===== src/rtl/machine_csr_file.sv =====
// ============================================================================
// Module   : machine_csr_file
// Purpose  : Machine-mode CSR storage, trap/mret sequencer and PC redirect.
//            Optional mcycle counter at indices 9/10 when CSR_MCYCLE_EN is set.
// Revision : 1.0 - initial release
// ============================================================================
`default_nettype none

module machine_csr_file #(
    parameter logic [31:0] MISA_VAL  = 32'h40000100,
    parameter logic [31:0] MTVEC_RST = 32'h00000000
) (
    input  logic        clk,
    input  logic        rst_n,
    input  logic [3:0]  csr_add,
    input  logic [1:0]  csr_op,
    input  logic [31:0] csr_wdata,
    output logic [31:0] csr_rdata,
    output logic        csr_illegal,
    input  logic        trap_req,
    input  logic [31:0] trap_cause,
    input  logic [31:0] trap_pc,
    input  logic [31:0] trap_tval,
    input  logic        mret,
    input  logic        irq_ext,
    input  logic        irq_timer,
    input  logic        irq_sw,
    output logic        irq_pending,
    output logic        redirect_valid,
    output logic [31:0] redirect_pc
);

    localparam logic [31:0] c_MSTATUS_MASK = 32'h00000088;
    localparam logic [31:0] c_MPP_READ     = 32'h00001800;
    localparam logic [31:0] c_MIE_MASK     = 32'h00000888;
    localparam logic [31:0] c_MTVEC_MASK   = 32'hFFFFFFFD;
    localparam logic [31:0] c_MEPC_MASK    = 32'hFFFFFFFC;

    typedef enum logic [0:0] {
        RUN      = 1'b0,
        REDIRECT = 1'b1
    } state_t;

    state_t      r_state;
    state_t      w_state_next;
    logic [31:0] r_mstatus;
    logic [31:0] r_mie;
    logic [31:0] r_mtvec;
    logic [31:0] r_mepc;
    logic [31:0] r_mcause;
    logic [31:0] r_mtval;
    logic [31:0] r_mip;
    logic [31:0] r_redirect_pc;
    logic [31:0] w_wr_val;
    logic [31:0] w_base;
    logic [31:0] w_trap_target;
    logic        w_wr_en;
`ifdef CSR_MCYCLE_EN
    logic [63:0] r_mcycle;
`endif

    // Read path always shows the pre-edge value of the addressed register
    always_comb begin
        csr_rdata = 32'h0;
        case (csr_add)
            4'd0: csr_rdata = r_mstatus | c_MPP_READ;
            4'd1: csr_rdata = MISA_VAL;
            4'd2: csr_rdata = r_mie;
            4'd3: csr_rdata = r_mtvec;
            4'd4: csr_rdata = r_mepc;
            4'd5: csr_rdata = r_mcause;
            4'd6: csr_rdata = r_mtval;
            4'd7: csr_rdata = r_mip;
`ifdef CSR_MCYCLE_EN
            4'd9:  csr_rdata = r_mcycle[31:0];
            4'd10: csr_rdata = r_mcycle[63:32];
`endif
            default: csr_rdata = 32'h0;
        endcase
    end

`ifdef CSR_MCYCLE_EN
    assign csr_illegal = (csr_op != 2'b00) && ((csr_add == 4'd8) || (csr_add >= 4'd11));
`else
    assign csr_illegal = (csr_op != 2'b00) && (csr_add >= 4'd8);
`endif

    always_comb begin
        w_wr_val = csr_wdata;
        case (csr_op)
            2'b10:   w_wr_val = csr_rdata | csr_wdata;
            2'b11:   w_wr_val = csr_rdata & ~csr_wdata;
            default: w_wr_val = csr_wdata;
        endcase
    end

    // Trap and mret both take precedence over a concurrent CSR write
    assign w_wr_en       = (csr_op != 2'b00) && !csr_illegal && !trap_req && !mret;
    assign w_base        = {r_mtvec[31:2], 2'b00};
    assign w_trap_target = (r_mtvec[0] && trap_cause[31])
                         ? w_base + {25'h0, trap_cause[4:0], 2'b00}
                         : w_base;

    assign irq_pending    = r_mstatus[3] & (|(r_mip & r_mie));
    assign redirect_valid = (r_state == REDIRECT);
    assign redirect_pc    = r_redirect_pc;

    always_comb begin
        w_state_next = RUN;
        if (trap_req || mret) begin
            w_state_next = REDIRECT;
        end
    end

    always_ff @(posedge clk) begin
        if (!rst_n) begin
            r_state       <= RUN;
            r_mstatus     <= 32'h0;
            r_mie         <= 32'h0;
            r_mtvec       <= MTVEC_RST & c_MTVEC_MASK;
            r_mepc        <= 32'h0;
            r_mcause      <= 32'h0;
            r_mtval       <= 32'h0;
            r_mip         <= 32'h0;
            r_redirect_pc <= 32'h0;
        end else begin
            r_state <= w_state_next;
            r_mip   <= {20'h0, irq_ext, 3'b000, irq_timer, 3'b000, irq_sw, 3'b000};
            if (trap_req) begin
                r_mepc        <= trap_pc & c_MEPC_MASK;
                r_mcause      <= trap_cause;
                r_mtval       <= trap_tval;
                r_mstatus     <= {24'h0, r_mstatus[3], 7'h0};
                r_redirect_pc <= w_trap_target;
            end else if (mret) begin
                r_mstatus     <= {24'h0, 1'b1, 3'b000, r_mstatus[7], 3'b000};
                r_redirect_pc <= r_mepc;
            end else if (w_wr_en) begin
                case (csr_add)
                    4'd0:    r_mstatus <= w_wr_val & c_MSTATUS_MASK;
                    4'd2:    r_mie     <= w_wr_val & c_MIE_MASK;
                    4'd3:    r_mtvec   <= w_wr_val & c_MTVEC_MASK;
                    4'd4:    r_mepc    <= w_wr_val & c_MEPC_MASK;
                    4'd5:    r_mcause  <= w_wr_val;
                    4'd6:    r_mtval   <= w_wr_val;
                    default: ;
                endcase
            end
        end
    end

`ifdef CSR_MCYCLE_EN
    // A CSR write to either half replaces that half and skips the increment
    always_ff @(posedge clk) begin
        if (!rst_n) begin
            r_mcycle <= 64'h0;
        end else if (w_wr_en && (csr_add == 4'd9)) begin
            r_mcycle <= {r_mcycle[63:32], w_wr_val};
        end else if (w_wr_en && (csr_add == 4'd10)) begin
            r_mcycle <= {w_wr_val, r_mcycle[31:0]};
        end else begin
            r_mcycle <= r_mcycle + 64'd1;
        end
    end
`endif

endmodule

`default_nettype wire


===== config.mk =====
export PLATFORM = sky130hd
export DESIGN_NAME = machine_csr_file
export DESIGN_NICKNAME = d
export VERILOG_FILES = /design/src/rtl/machine_csr_file.sv
export SDC_FILE = /design/constraint.sdc
export NUM_CORES = 1
export LEC_CHECK = 0
export CORE_UTILIZATION = 35
export DETAILED_ROUTE_END_ITERATION = 6
export PLACE_DENSITY = 0.55
export SYNTH_ARGS = -nofsm -noshare
export SYNTH_HDL_FRONTEND = slang
export SYNTH_SLANG_ARGS = --single-unit

===== constraint.sdc =====
create_clock -name clk -period 7.2 [get_ports clk]
set_input_delay 1.8 -clock clk [delete_from_list [all_inputs] [get_ports clk]]
set_output_delay 1.8 -clock clk [all_outputs]
set_load 0.05 [all_outputs]

# Word level (Yosys, flattened, before mapping)
# Index checks and enable logic that the tools add are counted.
[word_totals] regBits=195 inputBits=141 output_inout_bits=67 elab_cells=82
[op_classes] n_addsub=1 n_lt_le_gt_ge=1 eq_ne=10 mux=22 n_bitwise=8 reduce_logical=29
[ops] op="32-bit 2-to-1 mux" count=15
[ops] op="32-bit case mux with 8 select lines" count=1
[ops] op="32-bit case mux with 2 select lines" count=1
[ops] op="32-bit by 7-bit adder with 32-bit output" count=1
[ops] op="32-bit by 12-bit bitwise AND with 32-bit output" count=1
[ops] op="32-bit bitwise AND" count=1
[ops] op="8-bit 2-to-1 mux" count=4
[ops] op="32-bit NOT" count=1
[ops] op="32-bit OR" count=1
[ops] op="32-bit OR reduction" count=1
[ops] op="4-bit by 3-bit == test with 1-bit output (second input constant)" count=4
[ops] op="2-bit nonzero test" count=8
[ops] op="3-bit AND reduction" count=3
[ops] op="4-bit by 2-bit == test with 1-bit output (second input constant)" count=2
[ops] op="4-bit AND reduction" count=2
[ops] op="3-bit nonzero test" count=2
[ops] op="1-bit logical AND" count=5
[ops] op="2-bit == test (second input constant)" count=2
[ops] op="4-bit by 1-bit == test with 1-bit output (second input constant)" count=1
[ops] op="4-bit greater-or-equal comparator (second input constant)" count=1
[ops] op="4-bit logical NOT" count=1
[ops] op="2-bit AND reduction" count=2
[ops] op="1-bit logical NOT" count=3
[ops] op="1-bit NOT" count=3
[ops] op="5 further kinds" count=5

# Depth between registers and ports, before layout
# Gate-level depths: netlist of run 1.
[logic_depth] word_depth=9 ltp_mapped=8 mapped_depth_nobuf=7

# Least setup slack after synthesis of run 1
# Ideal clock, no wire load.
[synth_timing] kind="input -> output" from="in csr_add[2]" to="out csr_rdata[0]" arrival_ns=3.366 t_required_ns=5.400 slack_ns=2.034 path_stages=5 n_path_buf=3 cell_sequence="buf_4 buf_4 buf_6 nand2b_1 o21ai_0"
[synth_between] elab_chain_cells=2 elab_cells_between_ends=9 cone_classes="eq/ne (7); mux (1); reduce/logical (1)"
[synth_rtl] item="start: declaration" line_no="15" source="input logic [3:0] csr_add,"
[synth_rtl] item="4-bit by 3-bit == test with 1-bit output, or another cell as far along" line_no="65" source="case (csr_add)"
[synth_rtl] item="32-bit case mux with 8 select lines (*)" line_no="65"
[synth_rtl] item="end: declaration" line_no="18" source="output logic [31:0] csr_rdata,"
# Every way passes the cells marked *; elsewhere a longest branch is shown, timed or not.

# Worst setup path after layout of run 1
[layout_timing] from="in csr_add[0]" to="out csr_rdata[11]"
# The elaborated chain is that of the path after synthesis.

==> reports/results.ini, run 1 <==
[timing]
max_freq_ghz=0.158
finalCriticalPeriod_ns=6.32
hold_viol=0
final.setup.worst_slack_ns=0.884
setup_tns_ns=0
worst_pin_slew_ns=0.935
rsz0062_at_grt=no
slew_viol_final=0
finalSetupViolCount=0
finClkSkew_ns=0.0151
slew_headroom=0.377
fin_crit_sh=0.877

[clocking]
cts_made_buffers=17
cts_tree=done
clkSlewWorstSetupHoldPaths_ns=0.07
clock_latency_ns=0.44
htree_levels=4
cts_setup_buffers=0
cts_root_buf=clkbuf_16
clk_path_buf_depth=2
post_cts_resized=0
cts_sinks=164
cts_hold_buffers=0

[global_routing]
gr-usage-met1=0.357
gr-usage-met3=0.0399
track_usage=0.259
antenna_found_initial=1
grt_pass1_vias=9092
grt_use_met2=0.424
grt_start_max_net_pins=70
grt_busiest_layer=met2
grt_overflow=0
grt_pass1_wl_um=55700

[worst_setup_path]
worst_r2r_startpoint=r_mtvec[3]
crit_arrival_ns=4.52
reg2reg_slack_ns=4.65
required_ns=5.40
critPathLaunchType=input port
crit_fanout=14
path_class=input port to output port
crit_path_end_kind=output port
r2r-end=redirect_pc[19]
r2r_cells=6

[synth]
syn_inst=1135
ys_seq_elements=164
synth_warnings=0
synthArstFlopShare=0
synth_ff_type=dfxtp_1
ys_types=80
netlist_area_um2=9580
yosysSeqAreaShare=0.343
avgSynthCellArea_um2=8.44
synth_enable_flop_cells=0

[detailed_routing]
wl_per_cell_um=22.5
drt-pass1-iter-count=6
drc=0
drt_iter0_drc=667
viasPerCell=5.90
final_antenna_net_count=0
vias=9611
wl_um=36800

[die]
coreArea_um2=26900
start_util=0.356
io_pins=208
die_y_um=167
die_x_um=167
dieArea_um2=28000
rows=60

[power_and_ir_drop]
p_leak_nw=4.30
peakVddDrop_uv=125
swShare=0.308
power_density_nw_per_um2=194
internal_power_mw=1.64
clockPowerShare=0.397
p_comb_frac=0.185
p_seq_frac=0.418
p_sw_uw=728

[status]
status=finished, final reports clean

[place]
gp_congestion=0.860
io_buffers=203
place_hpwl_um=24300
post-place-ws_ns=0.901
dpl_cell_area_um2=11600

[min_path]
hold_end=r_mepc[11]
hold_class=register to register
hp-start=r_mepc[11]
min_path_cells=2

[final_layout]
syn2layout_area_growth_pct=27.1
n_fill_cell=2697
drive_gt1_frac=0.134
final_area_um2=12200
nNetsFinal=1422

[job]
drv_cap=0

[power groups by stage]
| stage | sequential (mW) | combinational [mW] | clock (mW) |
|---|---|---|---|
| 2_1_floorplan | 1.02 | 0.235 | 0 |
| 3_3_place_gp | 1.01 | 0.432 | 0 |
| 3_5_place_dp | 1.01 | 0.434 | 0 |
| 4_1_cts | 0.987 | 0.436 | 0.952 |
| 5_1_grt | 0.993 | 0.468 | 0.988 |
| 6_report | 0.988 | 0.437 | 0.940 |
[layout by cell type, fill, tap and decap left out, drive strengths merged, types with 29 or more instances in the layout]
| master | netlist | final |
|---|---|---|
| a211oi | 63 | 63 |
| a21oi | 85 | 85 |
| a22oi | 29 | 29 |
| buf | 49 | 54 |
| clkdlybuf4s50 | 0 | 173 |
| dfxtp | 164 | 164 |
| mux2 | 49 | 49 |
| nand2 | 95 | 95 |
| nand3b | 29 | 29 |
| nor2 | 48 | 48 |
| o21ai | 137 | 137 |
| or3 | 48 | 48 |
[routing by layer]
layer  share of wire  vias to the layer above
met2            0.47                      378
li1                -                     4567
met1            0.46                     4625
met3           0.059                       41
met5               0                        -
met4           0.015                        0
[final cells by class]
type	instances	area [um^2]	area share
clock inverters	15	161	0.0133
repair buffers	227	2130	0.175
multi-input cells	857	5720	0.470
clock buffers	17	425	0.0350
inverters	8	30.0	0.00247
diodes	1	2.50	0.000206
well taps	341	427	0.0351
flip-flops and latches	164	3280	0.270
[worst max-delay path by stage]
stage / startpoint / to / slack (ns) / cells after the start
after floorplan: csr_add[2] / csr_rdata[0] / 2.03 / 5
after global placement: csr_add[0] / csr_rdata[11] / 0.93 / 7
after detailed placement: csr_add[0] / csr_rdata[11] / 0.90 / 7
after CTS: csr_add[0] / csr_rdata[11] / 0.91 / 7
after global routing: csr_add[0] / csr_rdata[11] / 0.86 / 7
final: csr_add[0] / csr_rdata[11] / 0.88 / 7
[cell usage after synthesis (all sizes together), types with 10 or more instances]
cell | number | area share
a211oi | 63 | 0.051
a21boi | 21 | 0.016
a21oi | 85 | 0.044
a22oi | 29 | 0.023
a31oi | 28 | 0.019
buf | 49 | 0.036
clkbuf | 58 | 0.023
dfxtp | 164 | 0.34
mux2 | 49 | 0.058
mux2i | 11 | 0.011
nand2 | 95 | 0.037
nand3 | 21 | 0.015
nand3b | 29 | 0.023
nor2 | 48 | 0.020
nor2b | 10 | 0.0065
o21ai | 137 | 0.074
o221ai | 28 | 0.026
o22ai | 13 | 0.0085
or3 | 48 | 0.031
xnor2 | 27 | 0.025
[stage by stage]
stage	hold WS (ns)	std cells	total power [mW]	utilization
CTS	0.501	1629	2.38	0.453
detailed placement	0.484	1597	1.44	0.431
global placement	0.477	1597	1.44	0.431
global route	0.538	1629	2.45	0.453
floorplan	0.462	1136	1.26	-
finish	0.497	1630	2.37	0.453
[critical path, cell delays in order]
cell             delay, ns
clkdlybuf4s50_1       0.87
buf_4                 0.33
nor2b_1               0.09
a22o_1                0.25
a22o_1                0.26
a21bo_2               0.22
clkdlybuf4s50_1       0.70
[cell families (layout without fill, tap and decap cells)]
family	after synthesis	in the layout	synth area share
other	1	3	0.000392
flip-flops	164	164	0.343
AND/OR/NAND/NOR	316	316	0.187
adder cells (fa/ha/maj)	6	6	0.00862
multiplexers	60	60	0.0691
XOR/XNOR	28	28	0.0256
AO/OA/AOI/OAI	445	445	0.305
buffers and inverters	115	267	0.0618
[state kept, by name, summed over array words and instances (netlist names)]
register	count
r_mtvec	31
r_mtval	32
r_mepc	30
r_mip	3
r_mcause	32
redirect_valid	1
r_mstatus	2
r_mie	3
redirect_pc	30
(Power assumes the default switching activity.)
==> inputs of run 2 (changes only) <==
--- a/config.mk
+++ b/config.mk
@@ -5,9 +5,11 @@
 export SDC_FILE = /design/constraint.sdc
 export NUM_CORES = 1
 export LEC_CHECK = 0
-export CORE_UTILIZATION = 35
+export CORE_UTILIZATION = 45
+export CTS_BUF_LIST = sky130_fd_sc_hd__clkbuf_8
+export CTS_CLUSTER_DIAMETER = 30
 export DETAILED_ROUTE_END_ITERATION = 6
-export PLACE_DENSITY = 0.55
+export PLACE_DENSITY = 0.68
 export SYNTH_ARGS = -nofsm -noshare
 export SYNTH_HDL_FRONTEND = slang
 export SYNTH_SLANG_ARGS = --single-unit
==> run 2 against run 1 <==
Compared with the run above:
- register-to-register slack barely moved
- die area shrank 22%
- clock power is 33% lower
- sequential cell count did not move
- design area is 2.0% lower
- clock skew fell by 0.0019 ns
- via count grew 1.1%
- critical path depth unchanged
- critical endpoint is now csr_rdata[15]
- largest power group unchanged
==> reports/results.ini, run 2 (same netlist as run 1, synthesis figures left out) <==
[worst_setup_path]
required_ns=5.40
critPathMaxStageDelay_ns=0.85
crit_fanout=17
path_class=input port to output port
cp_cell_sequence=clkdlybuf4s50_1 > buf_4 > inv_1 > nand2_1 > buf_4 > o21ai_1 > clkdlybuf4s50_1
crit_path_end_kind=output port
critPathLaunchType=input port
crit_arrival_ns=4.40
slowest_stage=clkdlybuf4s50_1

[timing]
slew_headroom=0.297
finalSetupViolCount=0
setup_tns_ns=0
rsz0062_at_grt=no
max_freq_ghz=0.161
hold_ws_ns=0.539
final.setup.worst_slack_ns=0.997
finalCriticalPeriod_ns=6.20
hold_viol=0
finClkSkew_ns=0.0132
fin_crit_sh=0.862
worst_pin_slew_ns=1.05
slew_viol_final=0

[clocking]
cts_setup_buffers=0
cts_made_buffers=17
clock_latency_ns=0.47
htree_levels=4
clkSlewWorstSetupHoldPaths_ns=0.10
cts_hold_buffers=0
cts_root_buf=clkbuf_8
clk_path_buf_depth=2
cts_tree=done
cts_sinks=164
post_cts_resized=0

[die]
io_pins=208
coreArea_um2=21000
start_util=0.457
dieArea_um2=21900
die_x_um=148
rows=53
die_y_um=148

[global_routing]
antenna_found_initial=1
grt_overflow=0
grt_start_max_net_pins=79
grt_pass1_wl_um=51500
track_usage=0.304
grt_pass1_vias=9129

[place]
gp_congestion=0.919
post-place-ws_ns=1.03
place_hpwl_um=22800
dp.cells=1534
dpl_cell_area_um2=11600
io_buffers=203

[final_layout]
nNetsFinal=1425
multi_input_area_um2=5720
mostFrequentLayoutCell=clkdlybuf4s50_1
final_area_um2=11900
antenna_cells=0
register_area_um2=3280
fin_util=0.569
reg_top3=r_mcause x32, r_mtval x32, r_mtvec x31
n_fill_cell=2022
syn2layout_area_growth_pct=24.5
drive_gt1_frac=0.123
mostFrequentLayoutCells=189 x clkdlybuf4s50_1, 164 x dfxtp_1, 114 x o21ai_0
finalNonFillerCells=1566

[power_and_ir_drop]
swShare=0.316
p_sw_uw=647
totalPowerFinal_mw=2.05
p_seq_frac=0.482
peakVddDrop_uv=108
power_density_nw_per_um2=172
p_comb_frac=0.210
internal_power_mw=1.40
clockPowerShare=0.309
p_leak_nw=4.17

[detailed_routing]
drc=0
drt-pass1-iter-count=5
viasPerCell=6.20
vias=9715
drt_iter0_drc=806
dr.max_layer_used=met4
wl_um=33100
wl_met3_um=2400
wl_met1_um=14700
wl_per_cell_um=21.1
wl_met2_um=15000
final_antenna_net_count=0

[job]
drv_cap=0

[min_path]
hold_class=register to register

[status]
status=finished, final reports clean

[run 2: final timing paths]
check        startpoint         endpoint  slack, ns  cells after the start
max          csr_add[3]    csr_rdata[15]        1.0                      7
min          r_mtval[0]       r_mtval[0]       0.54                      2
max reg2reg  r_mtvec[5]  redirect_pc[13]       4.64                      5
min reg2reg  r_mtval[0]       r_mtval[0]       0.54                      2
[run 2: cell type report]
class / instances / share of cell area
multi-input cells: 857 / 0.479
inverters: 8 / 0.00252
clock buffers: 19 / 0.0219
flip-flops and latches: 164 / 0.275
repair buffers: 230 / 0.184
clock inverters: 13 / 0.00850
well taps: 275 / 0.0289
[run 2: critical path: cells and delay by family]
| family | cells | cell delay, ns |
|---|---|---|
| buffers and inverters | 5 | 1.96 |
| AND/OR/NAND/NOR | 1 | 0.36 |
| AO/OA/AOI/OAI | 1 | 0.27 |
[run 2: power by group through the flow]
stage                     clock network (mW)  registers [mW]  logic, mW
after floorplan                            0            1.02      0.235
after global placement                     0            1.01      0.422
after detailed placement                   0            1.01      0.425
after CTS                              0.637           0.987      0.427
after global routing                   0.680           0.994      0.462
final                                  0.633           0.988      0.430
[run 2: layer usage]
metal | track usage | vias to the layer above
met5 | 0 | -
li1 | - | 4568
met4 | 0.121 | 0
met2 | 0.478 | 442
met3 | 0.0481 | 63
met1 | 0.415 | 4642
==> inputs of run 3 (changes only) <==
--- a/config.mk
+++ b/config.mk
@@ -5,6 +5,7 @@
 export SDC_FILE = /design/constraint.sdc
 export NUM_CORES = 1
 export LEC_CHECK = 0
+export CAP_MARGIN = 20
 export CORE_UTILIZATION = 45
 export CTS_BUF_LIST = sky130_fd_sc_hd__clkbuf_8
 export CTS_CLUSTER_DIAMETER = 30
==> results of run 3 <==
Final layout, timing and power as in run 2 (identical DEF).
